==> config.mk <==
export PLATFORM = sky130hd
export DESIGN_NAME = one_port_pipe_mem_flat
export DESIGN_NICKNAME = d
export VERILOG_FILES = /design/src/rtl/one_port_pipe_mem_if.sv /design/src/rtl/one_port_pipe_mem.sv /design/src/flat_wrapper.sv
export SDC_FILE = /design/constraint.sdc
export NUM_CORES = 1
export LEC_CHECK = 0
export ABC_CLOCK_PERIOD_IN_PS = 2000
export BUFFER_PORTS_ARGS = -buffer_cell sky130_fd_sc_hd__buf_2
export CORE_MARGIN = 5
export CORE_UTILIZATION = 45
export CTS_CLUSTER_DIAMETER = 50
export CTS_CLUSTER_SIZE = 8
export DETAILED_ROUTE_END_ITERATION = 16
export SETUP_SLACK_MARGIN = 0.15
export SYNTH_ARGS = -nofsm -noshare
export SYNTH_HDL_FRONTEND = slang
export SYNTH_SLANG_ARGS = --single-unit
==> constraint.sdc <==
create_clock -name clk -period 2 [get_ports clk]
set_clock_uncertainty 0.1 [all_clocks]
set_input_delay 0.2 -clock clk [delete_from_list [all_inputs] [get_ports clk]]
set_output_delay 0.2 -clock clk [all_outputs]
set_load 0.01 [all_outputs]
==> src/rtl/one_port_pipe_mem_if.sv <==
`default_nettype none
// ---------------------------------------------------------------------------
// Module      : one_port_pipe_mem_if
// Description : Bus bundle for the single-port pipelined memory: shared
//               address, masked write request and pipelined read return.
// Revision    : 1.0 - initial release
// ---------------------------------------------------------------------------
interface one_port_pipe_mem_if #(
  parameter int addressWidth = 5,
  parameter int width        = 8,
  parameter int lanes        = 1
);
  logic [addressWidth-1:0] address;
  logic                    writeEnable;
  logic [lanes-1:0]        writeMask;
  logic [width-1:0]        writeData;
  logic                    readEnable;
  logic [width-1:0]        readData;
  logic                    readValid;

  modport master (
    output address, writeEnable, writeMask, writeData, readEnable,
    input  readData, readValid
  );

  modport slave (
    input  address, writeEnable, writeMask, writeData, readEnable,
    output readData, readValid
  );
endinterface
`default_nettype wire

==> src/rtl/one_port_pipe_mem.sv <==
`default_nettype none
// ---------------------------------------------------------------------------
// Module      : one_port_pipe_mem
// Description : Single-port memory with per-lane write mask, selectable
//               read-during-write behaviour and a fully pipelined read path
//               of 1..4 cycles latency. Contents survive reset.
// Revision    : 1.0 - initial release
// ---------------------------------------------------------------------------
module one_port_pipe_mem #(
  parameter int addresses   = 32,
  parameter int width       = 8,
  parameter int laneWidth   = 8,
  parameter int readLatency = 1,
  parameter int rdwMode     = 0
) (
  input wire clk,
  input wire rst,
  one_port_pipe_mem_if.slave bus
);

  // Smallest n with 2**n >= value.
  function automatic int clogb2(input int value);
    int bits;
    bits = 0;
    while ((1 << bits) < value) bits = bits + 1;
    return bits;
  endfunction

  localparam int addressWidth = clogb2(addresses);
  localparam int lanes        = (laneWidth > 0) ? (width / laneWidth) : 1;

  if (addresses < 2 || width == 0 || laneWidth <= 0 || (width % laneWidth) != 0 ||
      readLatency < 1 || readLatency > 4 || rdwMode < 0 || rdwMode > 2) begin : g_badParams
    $error("FAIL %m: illegal parameter set for one_port_pipe_mem");
  end

  logic [width-1:0] r_mem [addresses];

  logic             w_inRange;
  logic [width-1:0] w_oldWord;
  logic [width-1:0] w_mergedWord;
  logic             w_issue;
  logic [width-1:0] w_issueData;
  logic             w_lastValid;
  logic [width-1:0] w_lastData;
  logic [width-1:0] r_readData;
  logic             r_readValid;

  // Addresses past the last word never touch the array and read as zero.
  assign w_inRange = 32'(bus.address) < 32'(addresses);
  assign w_oldWord = w_inRange ? r_mem[bus.address] : '0;

  for (genvar l = 0; l < lanes; l++) begin : g_lane
    assign w_mergedWord[l*laneWidth +: laneWidth] = bus.writeMask[l]
        ? bus.writeData[l*laneWidth +: laneWidth]
        : w_oldWord[l*laneWidth +: laneWidth];
  end

  // In write-priority mode a colliding write suppresses the read entirely.
  assign w_issue = !rst && bus.readEnable && (!bus.writeEnable || (rdwMode != 0));

  // Choose the word a newly issued read returns: merged word for write-first.
  always_comb begin
    w_issueData = w_oldWord;
    if (bus.writeEnable && (rdwMode == 1)) begin
      w_issueData = w_inRange ? w_mergedWord : '0;
    end
  end

  // Masked write of the array; contents are deliberately not reset.
  always_ff @(posedge clk) begin
    if (!rst && bus.writeEnable && w_inRange) begin
      r_mem[bus.address] <= w_mergedWord;
    end
  end

  if (readLatency == 1) begin : g_lat1
    assign w_lastValid = w_issue;
    assign w_lastData  = w_issueData;
  end else begin : g_latN
    logic             r_dlyValid [readLatency-1];
    logic [width-1:0] r_dlyData  [readLatency-1];

    // Valid bits of the delay line; reset drops every read in flight.
    always_ff @(posedge clk) begin
      if (rst) begin
        for (int k = 0; k < readLatency - 1; k++) r_dlyValid[k] <= 1'b0;
      end else begin
        r_dlyValid[0] <= w_issue;
        for (int k = 1; k < readLatency - 1; k++) r_dlyValid[k] <= r_dlyValid[k-1];
      end
    end

    // Data of the delay line travels alongside its valid bit.
    always_ff @(posedge clk) begin
      r_dlyData[0] <= w_issueData;
      for (int k = 1; k < readLatency - 1; k++) r_dlyData[k] <= r_dlyData[k-1];
    end

    assign w_lastValid = r_dlyValid[readLatency-2];
    assign w_lastData  = r_dlyData[readLatency-2];
  end

  // Output register: pulse valid, hold data between reads.
  always_ff @(posedge clk) begin
    if (rst) begin
      r_readValid <= 1'b0;
      r_readData  <= '0;
    end else begin
      r_readValid <= w_lastValid;
      if (w_lastValid) r_readData <= w_lastData;
    end
  end

  assign bus.readData  = r_readData;
  assign bus.readValid = r_readValid;

endmodule
`default_nettype wire

==> src/flat_wrapper.sv <==
// flat-port wrapper written by rule: the top's interface ports become plain ports
module one_port_pipe_mem_flat 
#(
  parameter int addresses   = 32,
  parameter int width       = 8,
  parameter int laneWidth   = 8,
  parameter int readLatency = 1,
  parameter int rdwMode     = 0
)
  (clk, rst, bus_address, bus_writeEnable, bus_writeMask, bus_writeData, bus_readEnable, bus_readData, bus_readValid);
  one_port_pipe_mem_if #(.width(width)) bus_i ();
  input wire clk;
  input wire rst;
  input wire logic [$bits(bus_i.address)-1:0] bus_address;
  input wire logic [$bits(bus_i.writeEnable)-1:0] bus_writeEnable;
  input wire logic [$bits(bus_i.writeMask)-1:0] bus_writeMask;
  input wire logic [$bits(bus_i.writeData)-1:0] bus_writeData;
  input wire logic [$bits(bus_i.readEnable)-1:0] bus_readEnable;
  output wire logic [$bits(bus_i.readData)-1:0] bus_readData;
  output wire logic [$bits(bus_i.readValid)-1:0] bus_readValid;
  assign bus_i.address = bus_address;
  assign bus_i.writeEnable = bus_writeEnable;
  assign bus_i.writeMask = bus_writeMask;
  assign bus_i.writeData = bus_writeData;
  assign bus_i.readEnable = bus_readEnable;
  assign bus_readData = bus_i.readData;
  assign bus_readValid = bus_i.readValid;
  one_port_pipe_mem #(.addresses(addresses), .width(width), .laneWidth(laneWidth), .readLatency(readLatency), .rdwMode(rdwMode)) u_core (.clk(clk), .rst(rst), .bus(bus_i));
endmodule
After elaboration in Yosys (flattened, before gate mapping)
Memories as Yosys holds them, arrays and structs flattened.
Index checks and enable logic that the tools add are counted.
- bits in registers: 9
- memory bits (writable): 256
- bits of input ports: 18
- output and inout bits: 9
- logic and storage cells: 11
- memories kept: 1
- memory list (memory ; depth ; bits a word ; rd ports ; clocked after Yosys merged registers in ; wr ports ; line ; RTL):
    u_core.r_mem ; 32 ; 8 ; 1 ; 0 ; 1 ; one_port_pipe_mem.sv:37 ; logic [width-1:0] r_mem [addresses];
- multiplexer cells: 3
- reductions and logical operators: 5
- operators by type and width (operator ; number):
    $mux 8 ; 1
    $logic_and 1x1->1 ; 3
    $logic_not 1->1 ; 2
    $mux 1 ; 2

Longest topological paths before layout
- depth in word-level cells: 4
- depth in mapped cells: 8
- gate-level depth less buffers: 5

Worst setup path before layout
OpenSTA, ideal clock, no wires.
- kind: input port to flip-flop
- start point: in bus_address[0]
- end point: mem u_core.r_mem[24][0], enable pin
- library setup time: 383 ps
- arrival time: 1719 ps
- data required time: 1517 ps
- setup slack: -202 ps
- stages on the path: 6
- path buffers: 4
- path through: clkbuf_2 -> buf_6 -> buf_6 -> or3_1 -> clkbuf_1 -> nor3_1
- RTL lines (item ; line ; RTL):
    from (decl) ; flat_wrapper.sv:14 ; input wire logic [$bits(bus_i.address)-1:0] bus_address;
    to (decl) ; one_port_pipe_mem.sv:37 ;
No word-level cell before the write port.

Worst setup path after layout
- start point: mem u_core.r_mem[18][4]
- end point: mem u_core.r_mem[31][4], data pin
- word-level cells in the longest chain between the ends: 2
- RTL lines (item ; line ; RTL):
    $mem_v2 32x8 ; n/a ;
    $mux 8 ; one_port_pipe_mem.sv:55 ; ? bus.writeData[l*laneWidth +: laneWidth]
    net u_core.w_mergedWord[4] ; one_port_pipe_mem.sv:41 ; logic [width-1:0] w_mergedWord;
The timed path passes the listed nets, and every way through them passes these cells.

==> metrics.yaml <==
drt-initial-drc-count: 791
final.fill_count: 1799
clock.fmax_mhz: 459
synth.yosys.seq_area_share: 0.746
critical-path-top-cell-by-count: "buf_4"
num_clock_sinks: 265
seq_area_sq_mm: 0.00787
antenna_found_initial: 1
post_synth_main_area_contributors: "edfxtp_1, mux2i_1, o22ai_1"
synthesis.instances: 608
synth.net_count: 626
setup.worst_path.class: "flip-flop to flip-flop"
die_h_um: 163
netlist-cell-type-count: 31
synth_area_per_cell_sq_um: 17.3
finalMaxSlewViolations: 0
finalHoldViolCount: 0
rr_endpoint: "u_core.r_mem[31][4]"
timing.hold.worst.start: "bus_writeEnable"
finalWorstPathRequiredPeriod_ns: 2.18
avgRoutedWirePerCell_um: 27.1
area_occupied_by_multi_input_gates_sq_mm: 0.00315
core.rowCount: 56
ant_nets: 0
via_count_of_the_first_global_routing_pass: 6413
port_buffers: 26
power.static_leakage_nw: 4.99
floorplan.initialDensity: 0.453
layout_worst_path_cycle_share: 1.09
cp.arrival_ns: 2.28
vdd.ir_drop.worst_v: 0.000699
netlist_area_before_placement_sq_mm: 0.0105
setup_total_negative_slack_ns: -27.17
gp_congestion: 0.868
setup_repair_after_global_routing_missed_its_margin: "true"
antenna_cells: 0
clockRootBuffer: "clkbuf_16"
num-nets-final: 778
synth_top_cell_area_share: 0.729
holdPathStages: 3
clk_path_buf_depth: 3
timing.reg2reg.worst_path_depth: 7
maxSlewHeadroom: 0.281
globalRoute.totalOverflow: 0
yosys_warnings: 0
regToRegStartpoint: "u_core.r_mem[18][4]"
finalSetupViolations: 248
ctsHoldBuffers: 0
die_x_extent_um: 163
drive_above_1_share: 0.332
final_util: 0.581
grt_first_pass_wirelength_mm: 42.8
yosys_register_bits: 265
violations: "setup timing"
totalWireLength_mm: 29.7
grt.total_usage: 0.222
timing.hold.worst_endpoint: "u_core.bus.readValid"
design.die.area_sq_mm: 0.0266
totalPowerFinal_mw: 13.4
via_per_inst: 5.91
worstPathCellList: "mux2i_2, o22ai_2, buf_4, nor4_4, buf_4, nand2_4, mux2_4"
pwr_density_cell_mw_per_mm2: 990
worstSetupStartpointType: "flip-flop"
num_io_pins: 27
slowest_delay_ns: 0.40
core-area_sq_mm: 0.0233
drc: 0
clock_transition_at_the_registers_of_the_reported_paths_ns: 0.05
rrSetupSlack_ns: -0.18
worst_skew_pair.late_latency_ns: 0.50
total_number_of_h_tree_levels: 2
final.setup.worst_slack_ns: -0.180
drv.max_cap_violation_count: 0
run_status: "complete, but fails checks"
critical_path.max_fanout: 8
drt_pre_antenna_iters: 6
yosys.area.top_type: "edfxtp_1"
hold_path_class: "primary input to flip-flop"
layout-area-overhead-vs-synth_pct: 28.3
cp-end-kind: "flip-flop"
tightestPinTransition_ns: 1.08
grt_start_max_net_pins: 30
cts_tree: "yes"
cts_made_buffers: 39
place.detailed.hpwl_mm: 16.1
num_vias: 6482
cpMaxStageDelayCell: "mux2_4"
required_ns: 2.10
per-layer routing:
metal	GRT usage	routed length, um	vias to the layer above
met4	0.0743	1100	2
met5	0	13	-
met2	0.345	13800	320
li1	-	-	2783
met3	0.0462	2420	67
met1	0.315	12400	3310
cell usage in the layout, fill, tap and decap left out, types with 14 or more instances in the layout:
cell type,n
clkbuf_1,15
o22ai_2,14
mux2i_1,121
mux2_4,27
nor2_1,20
buf_4,92
o22ai_1,50
clkbuf_16,41
edfxtp_1,256
buf_2,25
metrics by stage:
stage | cells | area, sq um | setup WS, ns | hold WS [ns]
global placement | 1014 | 11700 | -0.886 | 0.489
finish | 1096 | 13500 | -0.180 | 0.0337
floorplan | 608 | 10700 | -0.0182 | 0.404
detailed placement | 1014 | 11700 | -0.911 | 0.497
global route | 1096 | 13500 | -0.247 | 0.0333
CTS | 1095 | 13500 | -0.145 | 0.0109
sequential cells by signal, indices dropped and copies added (netlist names):
name                  cells
u_core.r_mem            256
u_core.bus.readData       8
u_core.bus.readValid      1
worst max-delay path: cells and delay by family (launching register included):
| kind | cells | cell delay (ns) |
|---|---|---|
| compound gates | 1 | 0.13 |
| mux | 2 | 0.61 |
| flops | 1 | 0.39 |
| buf+inv | 2 | 0.35 |
| simple gates | 2 | 0.31 |
how the worst max path moves through the flow:
stage	from	to
finish	u_core.r_mem[18][4]	u_core.r_mem[31][4]
global route	u_core.r_mem[18][4]	u_core.r_mem[31][4]
CTS	u_core.r_mem[19][4]	u_core.r_mem[31][4]
detailed placement	bus_address[0]	u_core.r_mem[8][1]
global placement	bus_address[0]	u_core.r_mem[9][1]
floorplan	bus_address[0]	u_core.r_mem[28][0]
cell type report:
class | count | share of cell area
Sequential cell | 265 | 0.582
Multi-Input combinational cell | 325 | 0.233
Clock buffer | 56 | 0.0800
Timing Repair Buffer | 129 | 0.0736
Tap cell | 319 | 0.0295
Clock inverter | 2 | 0.00250
cells in the mapped netlist:
master / count
nand2b_1: 1
nand2_1: 11
nand3_1: 1
o22ai_1: 63
mux2_2: 8
o22ai_2: 1
dfxtp_1: 9
buf_4: 5
buf_6: 8
or4_1: 1
nand4bb_1: 6
nor2_1: 30
or3b_1: 1
or3_1: 2
mux2i_1: 128
clkbuf_1: 6
buf_1: 1
nor3b_1: 8
clkbuf_2: 5
buf_2: 14
nor3_1: 4
nor3b_2: 1
nand4_1: 1
nand4b_1: 3
or4b_1: 4
edfxtp_1: 256
or3b_2: 2
nand3b_1: 2
nand4b_2: 2
nor4_1: 16
a21o_1: 8
cells by family after synthesis:
logic type / synth area share
buffers and inverters: 0.0236
AOI/OAI and AO/OA: 0.0443
and+or+nand+nor: 0.0559
DFF: 0.746
muxes: 0.130
where the power goes:
part | internal, mW | leakage, nW | switching (mW)
registers | 6.26 | 2.38 | 0.0112
clock network | 3.81 | 0.539 | 2.13
logic | 0.442 | 2.07 | 0.737
total | 10.5 | 4.99 | 2.88
timing repair:
item | CTS | global route
cloned | 21 | 0
setup endpoints to repair | 261 | 262
buffers inserted | 2 | 1
pin swaps | 17 | 3
resized for setup | 73 | 11
Note: power is estimated with default switching activity, not from simulation.
